**config.mk**
```make
export PLATFORM = sky130hd
export DESIGN_NAME = enc_vtp
export DESIGN_NICKNAME = d
export VERILOG_FILES = /design/src/rtl/enc_vtp.sv
export SDC_FILE = /design/constraint.sdc
export NUM_CORES = 1
export LEC_CHECK = 0
export ABC_CLOCK_PERIOD_IN_PS = 3600
export BUFFER_PORTS_ARGS = -buffer_cell sky130_fd_sc_hd__clkbuf_2
export CORE_ASPECT_RATIO = 0.6
export CORE_UTILIZATION = 47
export DETAILED_ROUTE_END_ITERATION = 10
export PLACE_DENSITY_LB_ADDON = 0.3
export SLEW_MARGIN = 30
export SYNTH_ARGS = -nofsm -noshare
export SYNTH_HDL_FRONTEND = slang
export SYNTH_SLANG_ARGS = --single-unit
export TNS_END_PERCENT = 5
```
**constraint.sdc**
```tcl
create_clock -name i_clk -period 3.6 [get_ports i_clk]
set_input_delay 0.72 -clock i_clk [delete_from_list [all_inputs] [get_ports i_clk]]
set_output_delay 0.72 -clock i_clk [all_outputs]
set_load 0.02 [all_outputs]
```
**src/rtl/enc_vtp.sv**
```systemverilog
// enc_vtp: programming side of the virtual-to-physical decoder.
// Owns the per-stage switch-control-bit (SCB) array, and walks one address bit
// per cycle to serve three commands:
//   MAP   : write the SCBs so that vaddr translates to paddr
//   QUERY : read back the current translation of vaddr
//   CLEAR : zero the whole array
// Translation rule: paddr[b] = vaddr[b] ^ scb[b][vaddr >> (b+1)].
// Optional feature macro: ENC_VTP_LOCK_EN. When it is defined, every
// committed SCB is locked, and a MAP that would flip a locked bit is rejected
// as a whole with o_rsp_err = 1. When it is undefined, there is no lock
// storage, a MAP always commits, and o_rsp_err is tied low.

module enc_vtp #(
  parameter int BITMAP = 128
) (
  input  logic                                  i_clk,
  input  logic                                  i_rst_n,
  input  logic                                  i_req_valid,
  output logic                                  o_req_ready,
  input  logic [1:0]                            i_req_op,
  input  logic [$clog2(BITMAP)-1:0]             i_vaddr,
  input  logic [$clog2(BITMAP)-1:0]             i_paddr,
  output logic                                  o_rsp_valid,
  output logic                                  o_rsp_err,
  output logic [$clog2(BITMAP)-1:0]             o_rsp_paddr,
  output logic [$clog2(BITMAP)-1:0][BITMAP/2-1:0] o_scb
);

  localparam int ADDR_W = $clog2(BITMAP);
  localparam int STAGES = $clog2(BITMAP);
  localparam int NODES  = BITMAP / 2;
  localparam int NODE_W = ADDR_W - 1;       // log2(NODES)
  localparam int SEL_W  = $clog2(STAGES);   // selects one stage / address bit

  localparam logic [1:0] OP_MAP   = 2'b00;
  localparam logic [1:0] OP_CLEAR = 2'b10;

  typedef enum logic [1:0] {
    ST_IDLE,
    ST_WALK,
    ST_RESP
  } state_e;

  state_e state_q, state_d;

  // Request fields captured at the handshake.
  logic              map_q;
  logic [ADDR_W-1:0] vaddr_q;
  logic [ADDR_W-1:0] paddr_q;

  // Walk registers.
  logic [SEL_W-1:0]               bit_q;
  logic [ADDR_W-1:0]              res_q;
  logic [STAGES-1:0][NODE_W-1:0]  pend_node_q;
  logic [STAGES-1:0]              pend_val_q;

  // SCB storage and response registers.
  logic [STAGES-1:0][NODES-1:0]   scb_q;
  logic [ADDR_W-1:0]              rsp_paddr_q;

`ifdef ENC_VTP_LOCK_EN
  logic [STAGES-1:0][NODES-1:0]   lock_q;
  logic                           conflict_q;
  logic                           rsp_err_q;
`endif

  // Walk datapath signals.
  logic                           req_go;
  logic                           clear_go;
  logic                           last_bit;
  logic [NODE_W-1:0]              node;
  logic                           cur_scb;
  logic                           need;
  logic                           hit_conflict;
  logic                           conflict_any;
  logic                           commit;
  logic [ADDR_W-1:0]              res_now;
  logic [STAGES-1:0][NODE_W-1:0]  cnode;
  logic [STAGES-1:0]              cval;

  assign req_go   = (state_q == ST_IDLE) && i_req_valid;
  assign clear_go = req_go && (i_req_op == OP_CLEAR);
  assign last_bit = (bit_q == '0);

  // State register.
  // NOTE: sequential state is written with non-blocking assignments only, so
  // every always_ff sees the pre-edge values of the others regardless of order.
  always_ff @(posedge i_clk) begin
    if (!i_rst_n) begin
      state_q <= ST_IDLE;
    end else begin
      state_q <= state_d;
    end
  end

  // Next-state logic: IDLE -> WALK/RESP, WALK -> RESP on the last bit, RESP -> IDLE.
  // NOTE: every always_comb output gets a default first, so no path can
  // leave it unassigned and infer a latch.
  always_comb begin
    state_d = state_q;
    unique case (state_q)
      ST_IDLE: begin
        if (i_req_valid) begin
          state_d = (i_req_op == OP_CLEAR) ? ST_RESP : ST_WALK;
        end
      end
      ST_WALK: begin
        if (last_bit) begin
          state_d = ST_RESP;
        end
      end
      ST_RESP: state_d = ST_IDLE;
      default: state_d = ST_IDLE;
    endcase
  end

  // Handshake outputs decoded from the state.
  always_comb begin
    o_req_ready = (state_q == ST_IDLE);
    o_rsp_valid = (state_q == ST_RESP);
  end

  // Per-bit walk: node lookup, needed SCB value, conflict test, query result
  // and the commit vector (current stage from this cycle, others pending).
  always_comb begin
    node    = vaddr_q[ADDR_W-1:1] >> bit_q;
    cur_scb = scb_q[bit_q][node];
    need    = vaddr_q[bit_q] ^ paddr_q[bit_q];
`ifdef ENC_VTP_LOCK_EN
    hit_conflict = map_q && lock_q[bit_q][node] && (cur_scb != need);
    conflict_any = conflict_q || hit_conflict;
`else
    hit_conflict = 1'b0;
    conflict_any = 1'b0;
`endif
    commit          = (state_q == ST_WALK) && last_bit && map_q && !conflict_any;
    res_now         = res_q;
    res_now[bit_q]  = cur_scb ^ vaddr_q[bit_q];
    for (int s = 0; s < STAGES; s++) begin
      if (SEL_W'(s) == bit_q) begin
        cnode[s] = node;
        cval[s]  = need;
      end else begin
        cnode[s] = pend_node_q[s];
        cval[s]  = pend_val_q[s];
      end
    end
  end

  // Request capture and walk bookkeeping (bit counter, result, pending writes).
  always_ff @(posedge i_clk) begin
    if (!i_rst_n) begin
      map_q       <= 1'b0;
      vaddr_q     <= '0;
      paddr_q     <= '0;
      bit_q       <= '0;
      res_q       <= '0;
      pend_node_q <= '0;
      pend_val_q  <= '0;
    end else begin
      if (req_go && !clear_go) begin
        map_q   <= (i_req_op == OP_MAP);
        vaddr_q <= i_vaddr;
        paddr_q <= i_paddr;
        bit_q   <= SEL_W'(STAGES - 1);
        res_q   <= '0;
      end else if (state_q == ST_WALK) begin
        res_q <= res_now;
        if (map_q && !hit_conflict) begin
          pend_node_q[bit_q] <= node;
          pend_val_q[bit_q]  <= need;
        end
        if (!last_bit) begin
          bit_q <= bit_q - 1'b1;
        end
      end
    end
  end

`ifdef ENC_VTP_LOCK_EN
  // Sticky conflict flag for the current MAP walk.
  always_ff @(posedge i_clk) begin
    if (!i_rst_n) begin
      conflict_q <= 1'b0;
    end else if (req_go) begin
      conflict_q <= 1'b0;
    end else if (state_q == ST_WALK) begin
      conflict_q <= conflict_any;
    end
  end

  // Lock array: set alongside each committed SCB, cleared by CLEAR or reset.
  always_ff @(posedge i_clk) begin
    if (!i_rst_n) begin
      lock_q <= '0;
    end else if (clear_go) begin
      lock_q <= '0;
    end else if (commit) begin
      for (int s = 0; s < STAGES; s++) begin
        lock_q[s][cnode[s]] <= 1'b1;
      end
    end
  end
`endif

  // SCB array: all-or-nothing commit on the last walk edge, zeroed by CLEAR.
  // NOTE: this storage is reset explicitly because the decoder consumes it
  // directly and an identity translation is required straight out of reset.
  always_ff @(posedge i_clk) begin
    if (!i_rst_n) begin
      scb_q <= '0;
    end else if (clear_go) begin
      scb_q <= '0;
    end else if (commit) begin
      for (int s = 0; s < STAGES; s++) begin
        scb_q[s][cnode[s]] <= cval[s];
      end
    end
  end

  // Response payload, loaded when entering RESP and held until the next one.
  always_ff @(posedge i_clk) begin
    if (!i_rst_n) begin
      rsp_paddr_q <= '0;
    end else if (clear_go) begin
      rsp_paddr_q <= '0;
    end else if ((state_q == ST_WALK) && last_bit) begin
      // A successful MAP makes vaddr translate to paddr; otherwise report
      // the translation through the array as it stands.
      rsp_paddr_q <= (map_q && !conflict_any) ? paddr_q : res_now;
    end
  end

`ifdef ENC_VTP_LOCK_EN
  // Conflict status for the response.
  always_ff @(posedge i_clk) begin
    if (!i_rst_n) begin
      rsp_err_q <= 1'b0;
    end else if (clear_go) begin
      rsp_err_q <= 1'b0;
    end else if ((state_q == ST_WALK) && last_bit) begin
      rsp_err_q <= map_q && conflict_any;
    end
  end
  assign o_rsp_err = rsp_err_q;
`else
  assign o_rsp_err = 1'b0;
`endif

  assign o_rsp_paddr = rsp_paddr_q;
  assign o_scb       = scb_q;

endmodule

```
After elaboration in Yosys (flattened, before gate mapping)
Cells that the tools add are included.
{"block": "totals", "word_cells": 141, "regBits": 531, "out_inout_bits": 458}
{"block": "op_classes", "shifts": 1, "n_eq_ne": 12, "reduce_logical": 24, "add_sub_neg": 1, "bitwise_logic": 5, "order_cmp": 17, "mux": 58}
{"cell": "64-bit bitwise mux", "count": 7}
{"cell": "64-bit binary-select mux with 3-bit select", "count": 1}
{"cell": "64-bit 2-to-1 mux", "count": 1}
{"cell": "6-bit by 7-bit less-than comparator with 1-bit output (second input constant)", "count": 8}
{"cell": "6-bit 2-to-1 mux", "count": 8}
{"cell": "42-bit bitwise mux", "count": 1}
{"cell": "1-bit demux with 6-bit select", "count": 7}
{"cell": "6-bit by 1-bit >= comparator with 1-bit output (second input constant)", "count": 7}
{"cell": "6-bit demux with 3-bit select", "count": 1}
{"cell": "1-bit 2-to-1 mux", "count": 18}
{"cell": "7-bit bitwise mux", "count": 2}
{"cell": "1-bit logical AND", "count": 13}
{"cell": "3-bit == test (first input constant)", "count": 3}
{"cell": "3-bit 2-to-1 mux", "count": 3}
{"cell": "7-bit 2-to-1 mux", "count": 1}
{"cell": "1-bit binary-select mux with 3-bit select", "count": 2}
{"cell": "1-bit binary-select mux with 6-bit select", "count": 1}
{"cell": "2-bit by 3-bit == test with 1-bit output (first input constant)", "count": 2}
{"cell": "2-bit 2-to-1 mux", "count": 3}
{"cell": "2-bit AND reduction", "count": 3}
{"cell": "6-bit by 3-bit >> shifter with 6-bit output", "count": 1}
{"cell": "2-bit == test (second input constant)", "count": 2}
{"cell": "2-bit logical NOT", "count": 2}
{"cell": "3-bit by 4-bit less-than comparator with 1-bit output (second input constant)", "count": 1}
{"cell": "other kinds (15)", "count": 20}

Longest topological paths before layout
Gate-level depths: netlist of the first run.
{"block": "depth", "word_depth": 7, "mapped_depth": 15}

Least setup slack after synthesis of the first run
Ideal clock, no wire load.
{"block": "synth_path", "kind": "reg2reg", "from": "register bit_q[0]", "to": "register rsp_paddr_q[5], in the netlist o_rsp_paddr[5]", "n_path_buf": 2, "stages_incl_launch_ff": 12, "period_less_slack_ns": 2.909, "slack_ns": 0.691, "t_arrival_ns": 2.847, "path_cell_list": "dfxtp_1 > buf_6 > mux2_2 > o2bb2ai_2 > nor2_8 > mux4_2 > and2_1 > a2111oi_2 > o32a_4 > buf_6 > o2111ai_1 > nand3_1"}
{"block": "synth_via", "elab_chain_cells": 7}
{"element": "start: declaration", "line_no": "52", "source": "logic [SEL_W-1:0] bit_q;"}
{"element": "start signal: assignment", "line_no": "165", "source": "bit_q <= SEL_W'(STAGES - 1);"}
{"element": "start signal: assignment", "line_no": "174", "source": "bit_q <= bit_q - 1'b1;"}
{"element": "64-bit binary-select mux with 3-bit select", "line_no": "127", "source": "cur_scb = scb_q[bit_q][node];"}
{"element": "64-bit 2-to-1 mux (implied by the code)", "line_no": "127"}
{"element": "1-bit binary-select mux with 6-bit select", "line_no": "127"}
{"element": "1-bit 2-to-1 mux (implied by the code)", "line_no": "127"}
{"element": "1-bit XOR", "line_no": "138", "source": "res_now[bit_q] = cur_scb ^ vaddr_q[bit_q];"}
{"element": "7-bit bitwise mux", "line_no": "138"}
{"element": "7-bit 2-to-1 mux", "line_no": "230", "source": "rsp_paddr_q <= (map_q && !conflict_any) ? paddr_q : res_now;"}
{"element": "end signal: assignment", "line_no": "230"}
{"element": "end: declaration", "line_no": "59", "source": "logic [ADDR_W-1:0] rsp_paddr_q;"}
Several ways; a longest one is shown, not always the timed one. The select of a mux whose other input is x is not followed.
A chain may end at the register's enable or synchronous reset.

Final worst setup path of the first run
{"block": "layout_path", "from": "register bit_q[0]", "to": "register rsp_paddr_q[4], in the netlist o_rsp_paddr[4]"}
The elaborated chain is that of the path after synthesis.

==> flow_metrics.env, run 1 <==
export IMPL_grtUsageMet3_pct=19.8
export IMPL_core_area_mm2=0.0543
export IMPL_ys_seq_elements=529
export IMPL_min_period_over_period_pct=94.0
export IMPL_die_h_um=184
export IMPL_areaGrowthSynthToFinish_pct=20.8
export IMPL_initial_core_util_pct=47.7
export IMPL_p_per_area_mw_per_mm2=415
export IMPL_reg2reg_from="bit_q[0]"
export IMPL_drt_pass1_iterations=6
export IMPL_cp_cell_sequence="mux2i_4, a2bb2oi_4, buf_4, o211ai_1, a2111oi_0, a211oi_1, o221ai_1, a32oi_2, buf_12, or4_1, nand3_1"
export IMPL_ant_nets=0
export IMPL_holdCritPathClass="in -> reg"
export IMPL_port_buffers=475
export IMPL_root_buffer="clkbuf_16"
export IMPL_power_leakage_uw=0.0115
export IMPL_grt_pass1_vias=22900
export IMPL_sequentialPowerShare_pct=45.5
export IMPL_synth_seq_area_share_pct=40.9
export IMPL_grt_first_pass_wirelength_um=161000
export IMPL_combinationalPowerShare_pct=9.0
export IMPL_cp_arrival_ps=3920
export IMPL_grt_usage_pct=39.1
export IMPL_fillers=5008
export IMPL_drive_above_1_share_pct=22.4
export IMPL_crit_required_ps=4140
export IMPL_hold_ws_ps=357
export IMPL_nNetsFinal=3767
export IMPL_finalClockSkew_ps=26.4
export IMPL_cts_resized=0
export IMPL_r2r_slack_ps=220
export IMPL_timing_setup_tns_ps=0
export IMPL_grt_max_degree=82
export IMPL_critical_path_depth=11
export IMPL_die_area_mm2=0.0560
export IMPL_grt_ovfl_total=0
export IMPL_async_flop_share_pct=0
export IMPL_crit_path_max_fanout=16
export IMPL_slew_headroom_pct=36.6
export IMPL_final_core_util_pct=57.6
export IMPL_finalSetupViolCount=0
export IMPL_drc_errors=0
export IMPL_status="finished, final reports clean"
export IMPL_startpoint="bit_q[0]"
export IMPL_cts_setup_buffers=0
export IMPL_via_per_inst=6.09
export IMPL_min_period_ps=3380
export IMPL_path_delay_family="compound AO/OA/AOI/OAI gates"
export IMPL_multi_input_area_mm2=0.0141
export IMPL_startpoint_type="register"
export IMPL_dp_hpwl_um=86800
export IMPL_reg2reg_to="o_rsp_paddr[4]"
export IMPL_syn_area_mm2=0.0259
export IMPL_syn_nets=3354
export IMPL_clock_sinks=529
export IMPL_clk_pin_slew_worst_paths_ps=70
export IMPL_cts_tree="built"
export IMPL_yosysWarningCount=0
export IMPL_use_met2_pct=49.0
export IMPL_p_int_uw=9660
export IMPL_switchingPower_uw=3320
export IMPL_synth_cell_types=80
export IMPL_worst_path_buf_inv=2
export IMPL_rows=66
export IMPL_regArea_mm2=0.0106
export IMPL_antenna_found_initial=7
export IMPL_endpoint_kind="register"
export IMPL_cp_slowest_stage_delay_ps=500
export IMPL_drv_cap=0
export IMPL_vias=27400
export IMPL_gp_congestion=1.12
export IMPL_criticalPathCategory="reg -> reg"
export IMPL_dp_slack_ps=215
export IMPL_swShare_pct=25.6
export IMPL_clk_path_buf_depth=3
export IMPL_endpoint="o_rsp_paddr[4]"
export IMPL_wl_um=114000
export IMPL_hold_buffers=0
export IMPL_ff2ff_path_depth=11
export IMPL_slowest_stage="dfxtp_4"
export IMPL_syn_area_per_cell_um2=7.76
export IMPL_io_pins=477
export IMPL_clk_latency_ps=610
export IMPL_drt_iter0_markers=3940
export IMPL_rsz0062_at_grt="false"
export IMPL_synth_edf_count=0
export IMPL_worstMarginPinSlew_ps=948
export IMPL_hold_violations=0
export IMPL_ir_drop_uv=300
export IMPL_drv_slew=0
export IMPL_fmax_ghz=0.296
export IMPL_pwr_share_clk_pct=45.4
export IMPL_wl_per_cell_um=25.4
export IMPL_cts_max_level=2
export IMPL_cts_made_buffers=51
export IMPL_setup_slack_ps=218
export IMPL_dieWidth_um=305
export IMPL_grt_busiest_layer="met1"
export IMPL_grtUsageMet1_pct=56.8
export IMPL_ys_flop_type="dfxtp_1"
export IMPL_syn_inst=3332
power by group through the flow:
stage	sequential, uW	clock, uW	combinational (uW)
floorplan	6020	0	762
global placement	6040	0	1140
detailed placement	6040	0	1130
CTS	5910	5910	1140
global route	5910	6160	1220
finish	5910	5900	1170
area by class of cell:
class                   count  share of cell area (%)
clock buffers              69                    4.59
flip-flops and latches    529                    33.9
diodes                      5                  0.0400
inverters                   9                   0.108
multi-input cells        2514                    45.1
repair buffers            640                    12.2
clock inverters            22                    1.11
well taps                 714                    2.86
kinds of logic (layout without fill, tap and decap cells):
| kind of cell | after synthesis | after routing | synth area share (%) |
|---|---|---|---|
| adder cells (fa/ha/maj) | 3 | 3 | 0.145 |
| other | 1 | 6 | 0.0145 |
| flip-flops | 529 | 529 | 40.9 |
| multiplexers | 190 | 190 | 11.1 |
| buffers and inverters | 289 | 740 | 4.97 |
| XOR/XNOR | 2 | 2 | 0.0968 |
| AO/OA/AOI/OAI | 435 | 435 | 10.3 |
| AND/OR/NAND/NOR | 1883 | 1883 | 32.4 |
cell usage after synthesis (4+ instances only):
cell | count | share of area [%]
o2111ai_1 | 5 | 0.17
mux2_2 | 8 | 0.35
nand4_1 | 12 | 0.29
o21ai_0 | 114 | 2.2
o21ai_1 | 13 | 0.25
nand2b_1 | 7 | 0.17
and3_1 | 23 | 0.56
o211ai_1 | 12 | 0.35
nor4b_1 | 5 | 0.17
o21ai_2 | 5 | 0.17
nand3_1 | 86 | 1.7
nor2_1 | 701 | 10
a2111oi_0 | 4 | 0.14
dfxtp_1 | 529 | 41
a32oi_1 | 7 | 0.24
buf_2 | 40 | 0.77
a31oi_1 | 26 | 0.63
buf_1 | 5 | 0.073
o21a_1 | 4 | 0.12
clkbuf_1 | 207 | 3.0
nor3_1 | 577 | 11
buf_4 | 14 | 0.41
buf_6 | 13 | 0.57
a21oi_1 | 173 | 3.3
mux2i_1 | 103 | 4.0
o211a_1 | 13 | 0.50
nor2b_1 | 41 | 0.99
and2_1 | 27 | 0.65
nand2_1 | 354 | 5.1
nor3b_1 | 16 | 0.46
nor4_1 | 15 | 0.36
mux4_2 | 74 | 6.4
inv_1 | 7 | 0.10
a21boi_0 | 21 | 0.61
layout by cell type (no fill, tap or decap), drive strengths merged, types with 26 or more instances in the layout:
cell	count
nor2	702
nor3	578
clkbuf	544
dfxtp	529
nand2	355
a21oi	174
buf	165
o21ai	132
mux2i	106
nand3	86
mux4	74
nor2b	41
and2	27
a31oi	26
per-stage QoR:
step | cell area [um2] | total power [uW] | cells
3_3_place_gp | 29400 | 7180 | 4404
3_5_place_dp | 29400 | 7170 | 4406
4_1_cts | 31200 | 13000 | 4497
2_1_floorplan | 25900 | 6780 | 3332
5_1_grt | 31200 | 13300 | 4498
6_report | 31300 | 13000 | 4502
worst min path at each step:
| stage | from | to | depth (start not counted) |
|---|---|---|---|
| detailed placement | res_q[4] | res_q[4] | 2 |
| CTS | i_paddr[1] | paddr_q[1] | 3 |
| floorplan | vaddr_q[0] | vaddr_q[0] | 2 |
| finish | i_paddr[1] | paddr_q[1] | 3 |
| global placement | o_scb[276] | o_scb[276] | 2 |
| global route | i_paddr[1] | paddr_q[1] | 3 |
layer usage:
metal  up-vias  routed length (um)
met5         -                 156
met4         6                3720
met3       206               19200
met2      1763               42500
met1     13000               48800
li1      12400                   -
flip-flops by register name, indices dropped and copies added, names as in the netlist:
signal,count
pend_val_q,7
paddr_q,7
o_rsp_paddr,7
pend_node_q,40
map_q,1
res_q,7
bit_q,3
state_q,2
vaddr_q,7
o_scb,448
worst reg2reg max path, stage by stage (launching register included):
cell       delay (ps)
dfxtp_4           500
mux2i_4           480
a2bb2oi_4         220
buf_4             190
o211ai_1          110
a2111oi_0         490
a211oi_1          100
o221ai_1          300
a32oi_2           150
buf_12            230
or4_1             480
nand3_1            90
Power figures use the tool's default switching activity.
==> run 2, diff against run 1 <==
--- a/config.mk
+++ b/config.mk
@@ -8,7 +8,7 @@
 export ABC_CLOCK_PERIOD_IN_PS = 3600
 export BUFFER_PORTS_ARGS = -buffer_cell sky130_fd_sc_hd__clkbuf_2
 export CORE_ASPECT_RATIO = 0.6
-export CORE_UTILIZATION = 47
+export CORE_UTILIZATION = 56
 export DETAILED_ROUTE_END_ITERATION = 10
 export PLACE_DENSITY_LB_ADDON = 0.3
 export SLEW_MARGIN = 30
==> run 2 against run 1 <==
Effect of this change: setup slack worse by 120 ps; routed wire length down 1.1%; critical path depth shrank 1; critical path type unchanged; final cell count shrank 2.5%; clock power decreased by 6.3%; largest cell class unchanged.
==> flow_metrics.env, run 2 (synthesized netlist as in run 1, its figures left out) <==
export IMPL_status="finished, final reports clean"
export IMPL_p_per_area_mw_per_mm2=409
export IMPL_rsz0062_at_grt="true"
export IMPL_startpoint_type="register"
export IMPL_timing_setup_tns_ps=0
export IMPL_vias=28100
export IMPL_io_pins=477
export IMPL_dp_hpwl_um=84900
export IMPL_core_area_mm2=0.0452
export IMPL_ir_drop_uv=354
export IMPL_cts_tree="built"
export IMPL_cts_max_level=2
export IMPL_hold_path_depth=3
export IMPL_die_h_um=168
export IMPL_worstMarginPinSlew_ps=1100
export IMPL_port_buffers=475
export IMPL_hold_buffers=0
export IMPL_holdCritPathClass="in -> reg"
export IMPL_cts_made_buffers=49
export IMPL_reg2reg_from="bit_q[0]"
export IMPL_p_int_uw=9320
export IMPL_antenna_found_initial=14
export IMPL_endpoint_kind="register"
export IMPL_drv_cap=0
export IMPL_grt_usage_pct=46.4
export IMPL_dieWidth_um=279
export IMPL_min_period_over_period_pct=97.4
export IMPL_drt_pass1_iterations=7
export IMPL_reg2reg_to="o_rsp_paddr[6]"
export IMPL_finalClockSkew_ps=34.1
export IMPL_wl_per_cell_um=25.8
export IMPL_power_leakage_uw=0.0113
export IMPL_min_to="vaddr_q[6]"
export IMPL_fmax_ghz=0.285
export IMPL_clock_sinks=529
export IMPL_crit_path_max_fanout=54
export IMPL_nNetsFinal=3744
export IMPL_fin_total_pwr_uw=12600
export IMPL_clk_latency_ps=600
export IMPL_sequentialPowerShare_pct=46.8
export IMPL_hold_violations=0
export IMPL_ff2ff_path_depth=10
export IMPL_grt_ovfl_total=0
export IMPL_drive_above_1_share_pct=21.9
export IMPL_clk_path_buf_depth=3
export IMPL_grt_max_degree=193
export IMPL_clk_pin_slew_worst_paths_ps=70
export IMPL_crit_required_ps=4040
export IMPL_rows=60
export IMPL_cp_arrival_ps=3940
export IMPL_gp_congestion=1.15
export IMPL_final_core_util_pct=68.2
export IMPL_ant_nets=0
export IMPL_root_buffer="clkbuf_16"
export IMPL_drc_errors=0
export IMPL_min_period_ps=3510
export IMPL_pwr_share_clk_pct=43.9
export IMPL_largest_register_ffs=448
export IMPL_grt_first_pass_wirelength_um=162000
export IMPL_initial_core_util_pct=57.2
export IMPL_wl_um=113000
export IMPL_grt_pass1_vias=23900
export IMPL_fillers=3742
export IMPL_switchingPower_uw=3280
export IMPL_die_area_mm2=0.0471
export IMPL_drv_slew=0
export IMPL_drt_iter0_markers=4614
export IMPL_layout_commonest_cell="nor2_1"
export IMPL_swShare_pct=26.0
export IMPL_final_cell_mix="nor2_1 (699), nor3_1 (576), dfxtp_1 (527)"
export IMPL_r2r_slack_ps=90
export IMPL_worstHoldStart="i_vaddr[6]"
export IMPL_slew_headroom_pct=26.4
export IMPL_criticalPathCategory="reg -> reg"
export IMPL_areaGrowthSynthToFinish_pct=19.2
export IMPL_finalSetupViolCount=0
export IMPL_via_per_inst=6.40
export IMPL_combinationalPowerShare_pct=9.2
[run 2: changes by cell type in the layout (fill, tap and decap cells not counted), moves of 2 or more]
cell       before  now
buf_4         147  131
buf_12         17   12
bufinv_16       9    4
diode_2         5   10
clkbuf_8        9   11
clkinv_2        9   11
nand3_1        86   84
nand3_2         0    2
[run 2: final cells by class]
| type | count | area, um2 | share of cell area, % |
|---|---|---|---|
| multi-input combinational | 2514 | 14100 | 45.7 |
| clock inverter | 20 | 213 | 0.690 |
| sequential | 529 | 10600 | 34.4 |
| tap | 620 | 776 | 2.52 |
| timing repair buffer | 619 | 3630 | 11.8 |
| inverter | 9 | 33.8 | 0.110 |
| antenna | 10 | 25.0 | 0.0812 |
| clock buffer | 70 | 1460 | 4.73 |
[run 2: metal layers]
metal	global-route usage [%]	wire length, um	vias to the layer above
li1	-	-	12400
met1	66.0	45500	13400
met2	59.0	43000	2132
met3	24.8	20600	231
met4	12.9	3690	14
met5	3.49	310	-
[run 2: worst max-delay path, cell delays in order (launching register included)]
cell and delay, ps:
dfxtp_4 470, buf_12 300, mux4_2 480, and2_1 220
buf_4 210, nand2_1 190, a21oi_1 120, or4_1 590
a32o_1 500, nand3_1 180, nand3_1 90
[run 2: stage by stage]
stage | hold WS [ps] | instances | setup slack, ps | instance area, um2
2_1_floorplan | 441 | 3332 | 691 | 25900
3_5_place_dp | 469 | 4291 | 248 | 29100
4_1_cts | 361 | 4381 | 209 | 30800
3_3_place_gp | 463 | 4290 | 281 | 29100
5_1_grt | 374 | 4381 | -48.7 | 30800
6_report | 365 | 4391 | 94.3 | 30800
[run 2: repair_timing]
item,4_1_cts,5_1_grt
gates resized for setup,0,4
setup endpoints to repair,0,14
buffers inserted,0,0
hold endpoints to repair,0,0
[run 2: worst max-delay path by stage]
stage                        start             end  slack (ps)  cells past startpoint
final                     bit_q[0]  o_rsp_paddr[6]          90                     10
after global routing      bit_q[1]      o_scb[278]         -50                     12
after CTS                 bit_q[1]  o_rsp_paddr[2]         210                     11
after detailed placement  bit_q[1]  o_rsp_paddr[2]         250                     11
after global placement    bit_q[0]  o_rsp_paddr[6]         280                     10
after floorplan           bit_q[0]  o_rsp_paddr[5]         690                     11
[run 2: power by group through the flow]
stage / Sequential [uW] / Combinational [uW] / Clock [uW]
2_1_floorplan: 6020 / 762 / 0
3_3_place_gp: 6030 / 1100 / 0
3_5_place_dp: 6030 / 1110 / 0
4_1_cts: 5900 / 1110 / 5490
5_1_grt: 5900 / 1210 / 5730
6_report: 5900 / 1160 / 5530
